`config.mk`:
```
export PLATFORM = sky130hd
export DESIGN_NAME = eth_frame_receiver
export DESIGN_NICKNAME = d
export VERILOG_FILES = /design/src/rtl/eth_pkg.sv /design/src/rtl/eth_frame_receiver_crc32_dibit.sv /design/src/rtl/eth_frame_receiver.sv
export SDC_FILE = /design/constraint.sdc
export NUM_CORES = 1
export LEC_CHECK = 0
export BUFFER_PORTS_ARGS = -buffer_cell sky130_fd_sc_hd__buf_2
export CAP_MARGIN = 15
export CORE_MARGIN = 10
export CORE_UTILIZATION = 60
export CTS_CLUSTER_SIZE = 10
export DETAILED_ROUTE_END_ITERATION = 8
export PLACE_DENSITY = 0.77
export SKIP_LAST_GASP = 1
export SYNTH_ARGS = -nofsm -noshare
export SYNTH_HDL_FRONTEND = slang
export SYNTH_HIERARCHICAL = 1
export SYNTH_SLANG_ARGS = --single-unit
```
`constraint.sdc`:
```
create_clock -name eth_refclk -period 3.59 [get_ports eth_refclk]
set_input_delay 0.359 -clock eth_refclk [delete_from_list [all_inputs] [get_ports eth_refclk]]
set_output_delay 0.359 -clock eth_refclk [all_outputs]
set_load 0.02 [all_outputs]
```
`src/rtl/eth_pkg.sv`:
```
// eth_pkg
//   Shared definitions for the Ethernet receive front end: the receiver
//   state encoding, CRC-32 constants, header geometry and the preamble/SFD
//   dibit values. Also holds a small helper that maps a header dibit onto
//   its bit position inside the assembled EtherType word.
package eth_pkg;

    typedef enum logic [2:0] {
        ST_IDLE,
        ST_PREAMBLE,
        ST_HEADER,
        ST_PAYLOAD,
        ST_DROP
    } rx_state_t;

    localparam logic [31:0] CRC_POLY    = 32'hEDB88320;
    localparam logic [31:0] CRC_INIT    = 32'hFFFFFFFF;
    localparam logic [31:0] CRC_RESIDUE = 32'hDEBB20E3;

    localparam int HEADER_DIBITS     = 56;
    localparam int ETYPE_FIRST_DIBIT = 48;

    localparam logic [1:0] PREAMBLE_DIBIT = 2'b01;
    localparam logic [1:0] SFD_LAST_DIBIT = 2'b11;

    // The EtherType starts on a byte boundary that is also a multiple of 8
    // dibits (dibit 48), so the low 3 bits of the header count give the
    // offset inside the EtherType field directly. Offsets 0-3 carry the
    // high byte, 4-7 the low byte, each byte arriving LSB-first.
    function automatic logic [3:0] etype_bit_index(input logic [2:0] offset);
        return {~offset[2], offset[1:0], 1'b0};
    endfunction

endpackage

```
`src/rtl/eth_frame_receiver_crc32_dibit.sv`:
```
// crc32_dibit
//   Combinational next-state function of a reflected CRC-32 that consumes
//   two bits per step, dibit[0] first. No final XOR is applied here; the
//   caller decides what to compare against.
//
// Ports
//   crc_in   in  32  current CRC register value
//   dibit    in   2  incoming RMII dibit
//   crc_out  out 32  CRC value after absorbing both bits
module crc32_dibit
    import eth_pkg::*;
(
    input  logic [31:0] crc_in,
    input  logic [1:0]  dibit,
    output logic [31:0] crc_out
);

    // Two unrolled bit-serial LFSR steps of the reflected polynomial.
    always_comb begin
        logic [31:0] c;
        logic        fb;
        c = crc_in;
        for (int i = 0; i < 2; i++) begin
            fb = c[0] ^ dibit[i];
            c  = (c >> 1) ^ ({32{fb}} & CRC_POLY);
        end
        crc_out = c;
    end

endmodule

```
`src/rtl/eth_frame_receiver.sv`:
```
// eth_frame_receiver
//   RMII receive front end. Finds the preamble/SFD, skips the 14-byte MAC
//   header while filtering on EtherType, streams payload dibits out through
//   a delay line deep enough to hold the FCS (so the FCS is never emitted),
//   and reports a per-frame CRC/length verdict when carrier drops.
//
// Ports
//   eth_refclk  in   1  RMII 50 MHz reference clock
//   rst         in   1  synchronous active-high reset
//   crsdv       in   1  RMII carrier-sense / data-valid
//   rxd         in   2  RMII receive dibit, LSB-first within each byte
//   axiov       out  1  payload dibit valid
//   axiod       out  2  payload dibit
//   frame_done  out  1  one-cycle pulse at the end of an accepted frame
//   frame_bad   out  1  frame verdict, valid while frame_done is high
module eth_frame_receiver
    import eth_pkg::*;
#(
    parameter logic [15:0] ETHERTYPE  = 16'h88B5,
    parameter int          FCS_DIBITS = 16
) (
    input  logic       eth_refclk,
    input  logic       rst,
    input  logic       crsdv,
    input  logic [1:0] rxd,
    output logic       axiov,
    output logic [1:0] axiod,
    output logic       frame_done,
    output logic       frame_bad
);

    localparam int FILL_W = $clog2(FCS_DIBITS + 1);
    localparam logic [FILL_W-1:0] FILL_FULL = FILL_W'(FCS_DIBITS);

    rx_state_t state_q, state_d;
    logic [31:0] crc_q, crc_d;
    logic [31:0] crc_next;
    logic [5:0]  hdr_cnt_q, hdr_cnt_d;
    logic [15:0] etype_q, etype_d;
    logic [FILL_W-1:0] fill_q, fill_d;
    logic [11:0] pay_cnt_q, pay_cnt_d;
    logic [FCS_DIBITS-1:0][1:0] dline_q, dline_d;
    logic        axiov_q, axiov_d;
    logic [1:0]  axiod_q, axiod_d;
    logic        frame_done_q, frame_done_d;
    logic        frame_bad_q, frame_bad_d;

    crc32_dibit u_crc (
        .crc_in  (crc_q),
        .dibit   (rxd),
        .crc_out (crc_next)
    );

    // Next-state logic. Outputs default to 0 each cycle so axiov and
    // frame_done are naturally single-cycle qualified strobes. The delay
    // line index 0 is the newest dibit, index FCS_DIBITS-1 the oldest.
    always_comb begin
        state_d      = state_q;
        crc_d        = crc_q;
        hdr_cnt_d    = hdr_cnt_q;
        etype_d      = etype_q;
        fill_d       = fill_q;
        pay_cnt_d    = pay_cnt_q;
        dline_d      = dline_q;
        axiov_d      = 1'b0;
        axiod_d      = 2'b00;
        frame_done_d = 1'b0;
        frame_bad_d  = 1'b0;

        case (state_q)
            ST_IDLE: begin
                if (crsdv) begin
                    state_d = (rxd == PREAMBLE_DIBIT) ? ST_PREAMBLE : ST_DROP;
                end
            end

            ST_PREAMBLE: begin
                if (!crsdv) begin
                    state_d = ST_IDLE;
                end else if (rxd == SFD_LAST_DIBIT) begin
                    state_d   = ST_HEADER;
                    crc_d     = CRC_INIT;
                    hdr_cnt_d = '0;
                    fill_d    = '0;
                    pay_cnt_d = '0;
                end else if (rxd != PREAMBLE_DIBIT) begin
                    state_d = ST_DROP;
                end
            end

            ST_HEADER: begin
                if (!crsdv) begin
                    state_d = ST_IDLE;
                end else begin
                    crc_d     = crc_next;
                    hdr_cnt_d = hdr_cnt_q + 6'd1;
                    if (hdr_cnt_q >= 6'(ETYPE_FIRST_DIBIT)) begin
                        etype_d[etype_bit_index(hdr_cnt_q[2:0]) +: 2] = rxd;
                    end
                    // The comparison uses etype_d so the final dibit of the
                    // EtherType is included in the same cycle it arrives.
                    if (hdr_cnt_q == 6'(HEADER_DIBITS - 1)) begin
                        state_d = (etype_d == ETHERTYPE) ? ST_PAYLOAD : ST_DROP;
                    end
                end
            end

            ST_PAYLOAD: begin
                if (!crsdv) begin
                    // Whatever is still in the delay line is the FCS and is
                    // simply abandoned; the CRC register already covers it.
                    state_d      = ST_IDLE;
                    frame_done_d = 1'b1;
                    frame_bad_d  = (crc_q != CRC_RESIDUE)
                                 || (fill_q != FILL_FULL)
                                 || (pay_cnt_q[1:0] != 2'b00);
                end else begin
                    crc_d   = crc_next;
                    dline_d = {dline_q[FCS_DIBITS-2:0], rxd};
                    if (fill_q == FILL_FULL) begin
                        axiov_d   = 1'b1;
                        axiod_d   = dline_q[FCS_DIBITS-1];
                        pay_cnt_d = pay_cnt_q + 12'd1;
                    end else begin
                        fill_d = fill_q + FILL_W'(1);
                    end
                end
            end

            ST_DROP: begin
                if (!crsdv) begin
                    state_d = ST_IDLE;
                end
            end

            default: begin
                state_d = ST_DROP;
            end
        endcase
    end

    // State and output registers. Reset parks the receiver in DROP so a
    // frame already on the wire when reset releases is ignored until the
    // carrier drops.
    always_ff @(posedge eth_refclk) begin
        if (rst) begin
            state_q      <= ST_DROP;
            crc_q        <= CRC_INIT;
            hdr_cnt_q    <= '0;
            etype_q      <= '0;
            fill_q       <= '0;
            pay_cnt_q    <= '0;
            dline_q      <= '0;
            axiov_q      <= 1'b0;
            axiod_q      <= 2'b00;
            frame_done_q <= 1'b0;
            frame_bad_q  <= 1'b0;
        end else begin
            state_q      <= state_d;
            crc_q        <= crc_d;
            hdr_cnt_q    <= hdr_cnt_d;
            etype_q      <= etype_d;
            fill_q       <= fill_d;
            pay_cnt_q    <= pay_cnt_d;
            dline_q      <= dline_d;
            axiov_q      <= axiov_d;
            axiod_q      <= axiod_d;
            frame_done_q <= frame_done_d;
            frame_bad_q  <= frame_bad_d;
        end
    end

    assign axiov      = axiov_q;
    assign axiod      = axiod_q;
    assign frame_done = frame_done_q;
    assign frame_bad  = frame_bad_q;

endmodule

```
==> results of run 1 <==
==> cells in the final DEF, fill, tap and decap left out, types with 6 or more instances in the layout <==
cell	instances
dfxtp_1	101
nand2_1	75
nor2_1	42
a21oi_1	38
o21ai_0	37
nand2b_1	35
or3_1	34
mux2i_1	20
xnor2_1	15
nor3_1	10
a211oi_1	10
ha_1	10
inv_1	9
clkbuf_8	9
buf_2	9
nor4b_1	8
buf_4	8
nand3_1	7
nand4_1	7
xor2_1	6
==> how the worst max path moves through the flow <==
stage	from	to	slack, ps	cells past startpoint
2_1_floorplan	hdr_cnt_q[0]	state_q[2]	720	10
3_3_place_gp	hdr_cnt_q[0]	state_q[2]	730	8
6_report	hdr_cnt_q[0]	state_q[2]	500	8
5_1_grt	hdr_cnt_q[0]	state_q[2]	330	8
3_5_place_dp	hdr_cnt_q[0]	state_q[2]	610	8
4_1_cts	hdr_cnt_q[0]	state_q[2]	570	8
==> worst max-delay path: stages, from the launching register on <==
cell	delay, ps
dfxtp_1	640
inv_1	140
ha_1	250
ha_1	410
nor4b_1	690
mux2i_1	310
and4bb_2	270
and4_1	190
a2bb2oi_1	130
==> state kept, by name, summed over array words and instances, names as in the netlist <==
signal      cells
crc_q          32
dline_q        32
etype_q        16
hdr_cnt_q       6
fill_q          5
state_q         3
axiod           2
pay_cnt_q       2
axiov           1
frame_bad       1
frame_done      1
==> routing by layer <==
| metal | vias to the layer above | part of all wire (%) | track usage (%) |
|---|---|---|---|
| met3 | 8 | 3.4 | 3.63 |
| met1 | 1740 | 48 | 19.6 |
| li1 | 1903 | - | - |
| met5 | - | 0 | 0 |
| met2 | 45 | 47 | 24.3 |
| met4 | 0 | 0.85 | 4.86 |
==> logic make-up after synthesis <==
| logic type | share of synthesized area (%) |
|---|---|
| compound gates | 10.9 |
| mux | 4.27 |
| simple gates | 28.2 |
| xor+xnor | 7.22 |
| buf+inv | 6.01 |
| fa+ha+maj | 2.53 |
| flops | 40.8 |
==> cell usage after synthesis (2+ instances only) <==
cell	n
a211oi_1	10
a21oi_1	39
a31oi_1	2
and2_1	4
and2b_2	2
and4b_1	2
and4bb_2	3
buf_4	13
clkbuf_1	33
clkbuf_8	2
dfxtp_1	101
ha_1	10
inv_1	9
mux2i_1	20
nand2_1	75
nand2b_1	35
nand3_1	7
nand3b_1	2
nand4_1	7
nand4b_1	4
nor2_1	42
nor2b_1	4
nor3_1	11
nor4_1	4
nor4b_1	8
nor4bb_1	2
o21a_1	2
o21ai_0	37
or3_1	34
xnor2_1	15
xor2_1	6
xor3_1	2
xor3_4	4
==> metrics by stage <==
step                std cells  utilization (%)  hold WS, ps  instance area [µm²]
floorplan                 569                -          430                 4950
global placement          643             60.9          437                 4950
detailed placement        643             60.9          447                 4950
CTS                       659             63.7          282                 5180
global route              659             63.7          312                 5180
finish                    659             63.7          302                 5180
==> cell type report <==
type                            count  area [µm²]
Clock buffer                        9         124
Clock inverter                      7         104
Sequential cell                   101        2020
Tap cell                          105         131
Inverter                            9        33.8
Fill cell                         701        2950
Multi-Input combinational cell    410        2640
Timing Repair Buffer               18         125
==> power groups by stage <==
stage / logic (mW) / registers [mW] / clock network (mW)
global route: 0.108 / 1.13 / 0.842
floorplan: 0.0841 / 1.15 / 0
global placement: 0.0970 / 1.15 / 0
detailed placement: 0.0982 / 1.15 / 0
finish: 0.0987 / 1.13 / 0.780
CTS: 0.0989 / 1.13 / 0.803
==> summary.txt, run 1 <==
Run status
  – Outcome: finished clean

Yosys
  – Yosys top cell area share: 40.8%
  – Avg Inst Size Synth: 8.71 µm²
  – Yosys top cell by area: dfxtp_1
  – Fraction of registers with async set/reset: 0%
  – Cell variety after synth: 51
  – Number of synthesized flops with an enable pin: 0
  – Most used DFF post-synth: dfxtp_1
  – Gate Count Post-Synth: 569
  – Synth top area cells: dfxtp_1 41%, nand2_1 5.7%, nand2b_1 4.4%, or3_1 4.3%, mux2i_1 4.0%
  – Part of the Yosys area used for sequential elements: 40.8%
  – YS warnings: 6
  – Synth Cell Area: 4950 µm²
  – Yosys reg bits: 101
  – Net Count, Synth: 584

Power and ir drop
  – VDD IR-drop max: 0.000289 V
  – P per Cell Area: 387 nW/µm²
  – Overall Power: 2.01 mW
  – Power share of the sequential group: 56.2%
  – P_sw: 541 µW
  – Leak Pwr: 1.74 nW
  – Clock power share: 38.9%
  – Int Power: 1.46 mW
  – Comb power frac: 4.9%
  – Switching share of total power: 27.0%

Route
  – DRC: 0
  – Drt initial violations: 219
  – Vias post-DR: 3,696
  – Routed len/inst: 14.2 µm
  – Antenna viol nets, final: 0
  – Via/cell ratio: 5.61
  – Drt total wl: 9380 µm
  – Drt first pass iters: 4

Global routing
  – First-pass GRT wire length: 16,300 µm
  – Pin count of the biggest net entering global routing: 53
  – Grt ovf: 0
  – Vias in the first global route: 3,516
  – Antenna violations before repair: 0
  – GRT Total Usage: 15.2%

STA
  – Slack of the critical path: 501 ps
  – Fin crit share: 86.0%
  – Relative slew slack: 45.8%
  – Final setup vio count: 0
  – Layout Skew: 15.8 ps
  – Hold Fails Final Rpt: 0
  – Max Clock Freq: 324 MHz
  – Final Critical Period: 3090 ps
  – Final setup TNS: 0 ps
  – Tightest Pin Transition: 809 ps
  – Slew Limit Fails: 0
  – RSZ-0062 raised after global routing: false

CTS
  – Clk_lat worst skew: 380 ps
  – Root Buffer: clkbuf_8
  – Post-CTS Setup Bufs: 0
  – Number of gates resized after CTS: 0
  – CTS tree: yes
  – CTS buffer count: 9
  – Htree depth: 3
  – Number of hold buffers added after CTS: 0
  – Clock Sink Count: 101
  – Clock buffer depth: 2
  – Clk slew on worst S/H paths: 110 ps

Setup path
  – Worst-path fanout max: 16
  – R2R Path Start: hdr_cnt_q[0]
  – R2r setup slk: 500 ps
  – WP data required: 3900 ps
  – Critical Path End Type: register
  – Startpoint Class: register
  – CP arrival: 3400 ps
  – CP Class: reg2reg
  – R2r endpoint: state_q[2]
  – Register-to-Register Path Depth: 8

Die
  – Chip height: 111 µm
  – Core Region: 8130 µm²
  – Cell Rows: 33
  – # IOs: 10
  – Starting Density: 60.9%
  – Die width: 111 µm
  – Die ar.: 12,300 µm²

Placement
  – Port bufs: 9
  – DP HPWL: 6090 µm
  – Placer Congestion: 0.818
  – Dpl ws: 606 ps

Final layout
  – Synthesis-to-finish area growth: 4.62%
  – Final #Nets: 564
  – Layout cells sized above 1: 9.93%
  – N_diodes: 0

Min path
  – Min-Delay Startpoint: crsdv
  – Hold path depth: 2
  – Hold Crit Endpoint: frame_done
  – Hold WC Path Type: in2reg

Run
  – Max_cap viols: 0
Power figures use the tool's default switching activity.
==> inputs of run 2 (changes only) <==
--- a/config.mk
+++ b/config.mk
@@ -7,7 +7,7 @@
 export LEC_CHECK = 0
 export BUFFER_PORTS_ARGS = -buffer_cell sky130_fd_sc_hd__buf_2
 export CAP_MARGIN = 15
-export CORE_MARGIN = 10
+export CORE_MARGIN = 1.5
 export CORE_UTILIZATION = 60
 export CTS_CLUSTER_SIZE = 10
 export DETAILED_ROUTE_END_ITERATION = 8
==> summary.txt, run 2 (same netlist as run 1, synthesis figures left out) <==
Run status
  – Outcome: finished clean

Route
  – Via/cell ratio: 5.75
  – Drt total wl: 9400 µm
  – Vias post-DR: 3,784
  – Routed len/inst: 14.3 µm
  – Antenna viol nets, final: 0
  – DRC: 0
  – Drt first pass iters: 5
  – Drt initial violations: 251

Power and ir drop
  – Comb power frac: 5.0%
  – Switching share of total power: 24.2%
  – Power share of the sequential group: 56.7%
  – VDD IR-drop max: 0.000281 V
  – Clock power share: 38.3%
  – Overall Power: 1.99 mW
  – Leak Pwr: 1.74 nW
  – P_sw: 481 µW
  – P per Cell Area: 384 nW/µm²
  – Int Power: 1.51 mW

STA
  – Hold Fails Final Rpt: 0
  – RSZ-0062 raised after global routing: false
  – Final Critical Period: 3000 ps
  – Tightest Pin Transition: 749 ps
  – Relative slew slack: 49.8%
  – Fin crit share: 83.6%
  – Final setup vio count: 0
  – Max Clock Freq: 333 MHz
  – Layout Skew: 8.00 ps
  – Final setup TNS: 0 ps
  – Slew Limit Fails: 0

Setup path
  – WP data required: 3840 ps
  – Startpoint Class: register
  – CP dominant cell by count: ha_1
  – WP buf/inv: 1
  – R2R Path Start: hdr_cnt_q[0]
  – R2r setup slk: 590 ps
  – Slowest CP cell: dfxtp_1
  – CP arrival: 3250 ps
  – CP Class: reg2reg
  – Critical Path End Type: register
  – CP top delay family: simple AND/OR/NAND/NOR gates
  – Worst-path cell chain: inv_1 -> ha_1 -> ha_1 -> nor4b_1 -> mux2_2 -> nor4b_4 -> and4_1 -> a2bb2oi_1
  – R2r endpoint: state_q[2]
  – Worst-path fanout max: 16
  – Critical Path Max Stage Delay: 640 ps
  – Register-to-Register Path Depth: 8

Global routing
  – Vias in the first global route: 3,478
  – GRT Total Usage: 23.2%
  – Antenna violations before repair: 0
  – First-pass GRT wire length: 16,300 µm
  – Pin count of the biggest net entering global routing: 35
  – Grt ovf: 0

Placement
  – Placer Congestion: 0.821
  – Port bufs: 9
  – Placed cells: 642
  – DP HPWL: 6270 µm

Final layout
  – Layout cells sized above 1: 10.3%
  – Synthesis-to-finish area growth: 4.34%
  – Largest registers: crc_q (32), dline_q (32), etype_q (16)
  – Final #Nets: 566
  – Commonest non-fill, non-tap cell in the layout: dfxtp_1
  – Post-Layout Cell Count: 658
  – Most frequent cells in the layout: 101 x dfxtp_1, 75 x nand2_1, 42 x nor2_1, 38 x a21oi_1, 37 x o21ai_0
  – N_diodes: 0

CTS
  – Htree depth: 3
  – Post-CTS Setup Bufs: 0
  – Root Buffer: clkbuf_8
  – Clock Sink Count: 101
  – CTS tree: yes
  – Clock buffer depth: 2
  – Clk slew on worst S/H paths: 100 ps
  – Number of hold buffers added after CTS: 0
  – Clk_lat worst skew: 370 ps
  – Number of gates resized after CTS: 0
  – CTS buffer count: 9

Die
  – Die width: 93.9 µm
  – # IOs: 10
  – Chip height: 93.9 µm
  – Die ar.: 8810 µm²
  – Starting Density: 63.1%
  – Core Region: 7850 µm²
  – Cell Rows: 32

Run
  – Max_cap viols: 0

Min path
  – Hold WC Path Type: in2reg
  – Hold path depth: 2
  – Hold Crit Endpoint: frame_done
  – Min-Delay Startpoint: crsdv
==> run 2: changes by cell type in the layout (fill, tap and decap cells not counted), sizes merged <==
cell	previous run	this run
bufinv	0	1
clkinvlp	0	1
clkinv	3	2
inv	13	12
buf	18	20
==> run 2: metal layers <==
metal | GRT usage, % | wire, µm | up-vias
met2 | 36.3 | 4380 | 74
met5 | 0 | 0 | -
met3 | 4.13 | 329 | 10
met4 | 8.33 | 99 | 0
met1 | 32.0 | 4590 | 1804
li1 | - | - | 1896
==> run 2: layout make-up <==
type	instances	area, µm²
Multi-Input combinational cell	410	2640
Fill cell	670	2680
Timing Repair Buffer	20	128
Sequential cell	101	2020
Clock inverter	7	91.3
Tap cell	102	128
Clock buffer	9	124
Inverter	9	33.8
==> run 2: how the worst max path moves through the flow <==
stage / startpoint / to / cells past startpoint
2_1_floorplan: hdr_cnt_q[0] / state_q[2] / 10
4_1_cts: hdr_cnt_q[0] / state_q[2] / 8
5_1_grt: hdr_cnt_q[0] / state_q[2] / 8
3_3_place_gp: hdr_cnt_q[0] / state_q[2] / 8
6_report: hdr_cnt_q[0] / state_q[2] / 8
3_5_place_dp: hdr_cnt_q[0] / state_q[2] / 8
==> run 2: power by group through the flow <==
stage          Combinational [mW]  Sequential, mW  Clock [mW]
3_5_place_dp               0.0987            1.15           0
6_report                   0.0991            1.13       0.761
4_1_cts                    0.0989            1.13       0.784
2_1_floorplan              0.0841            1.15           0
5_1_grt                     0.107            1.13       0.823
3_3_place_gp               0.0971            1.15           0
==> run 2: metrics by stage <==
stage / utilization, % / hold slack (ps) / setup slack, ps / cell area (µm²)
finish: 65.9 / 334 / 589 / 5170
CTS: 65.9 / 309 / 599 / 5170
detailed placement: 63.1 / 444 / 608 / 4950
floorplan: - / 430 / 721 / 4950
global route: 65.9 / 336 / 360 / 5170
global placement: 63.1 / 437 / 749 / 4950
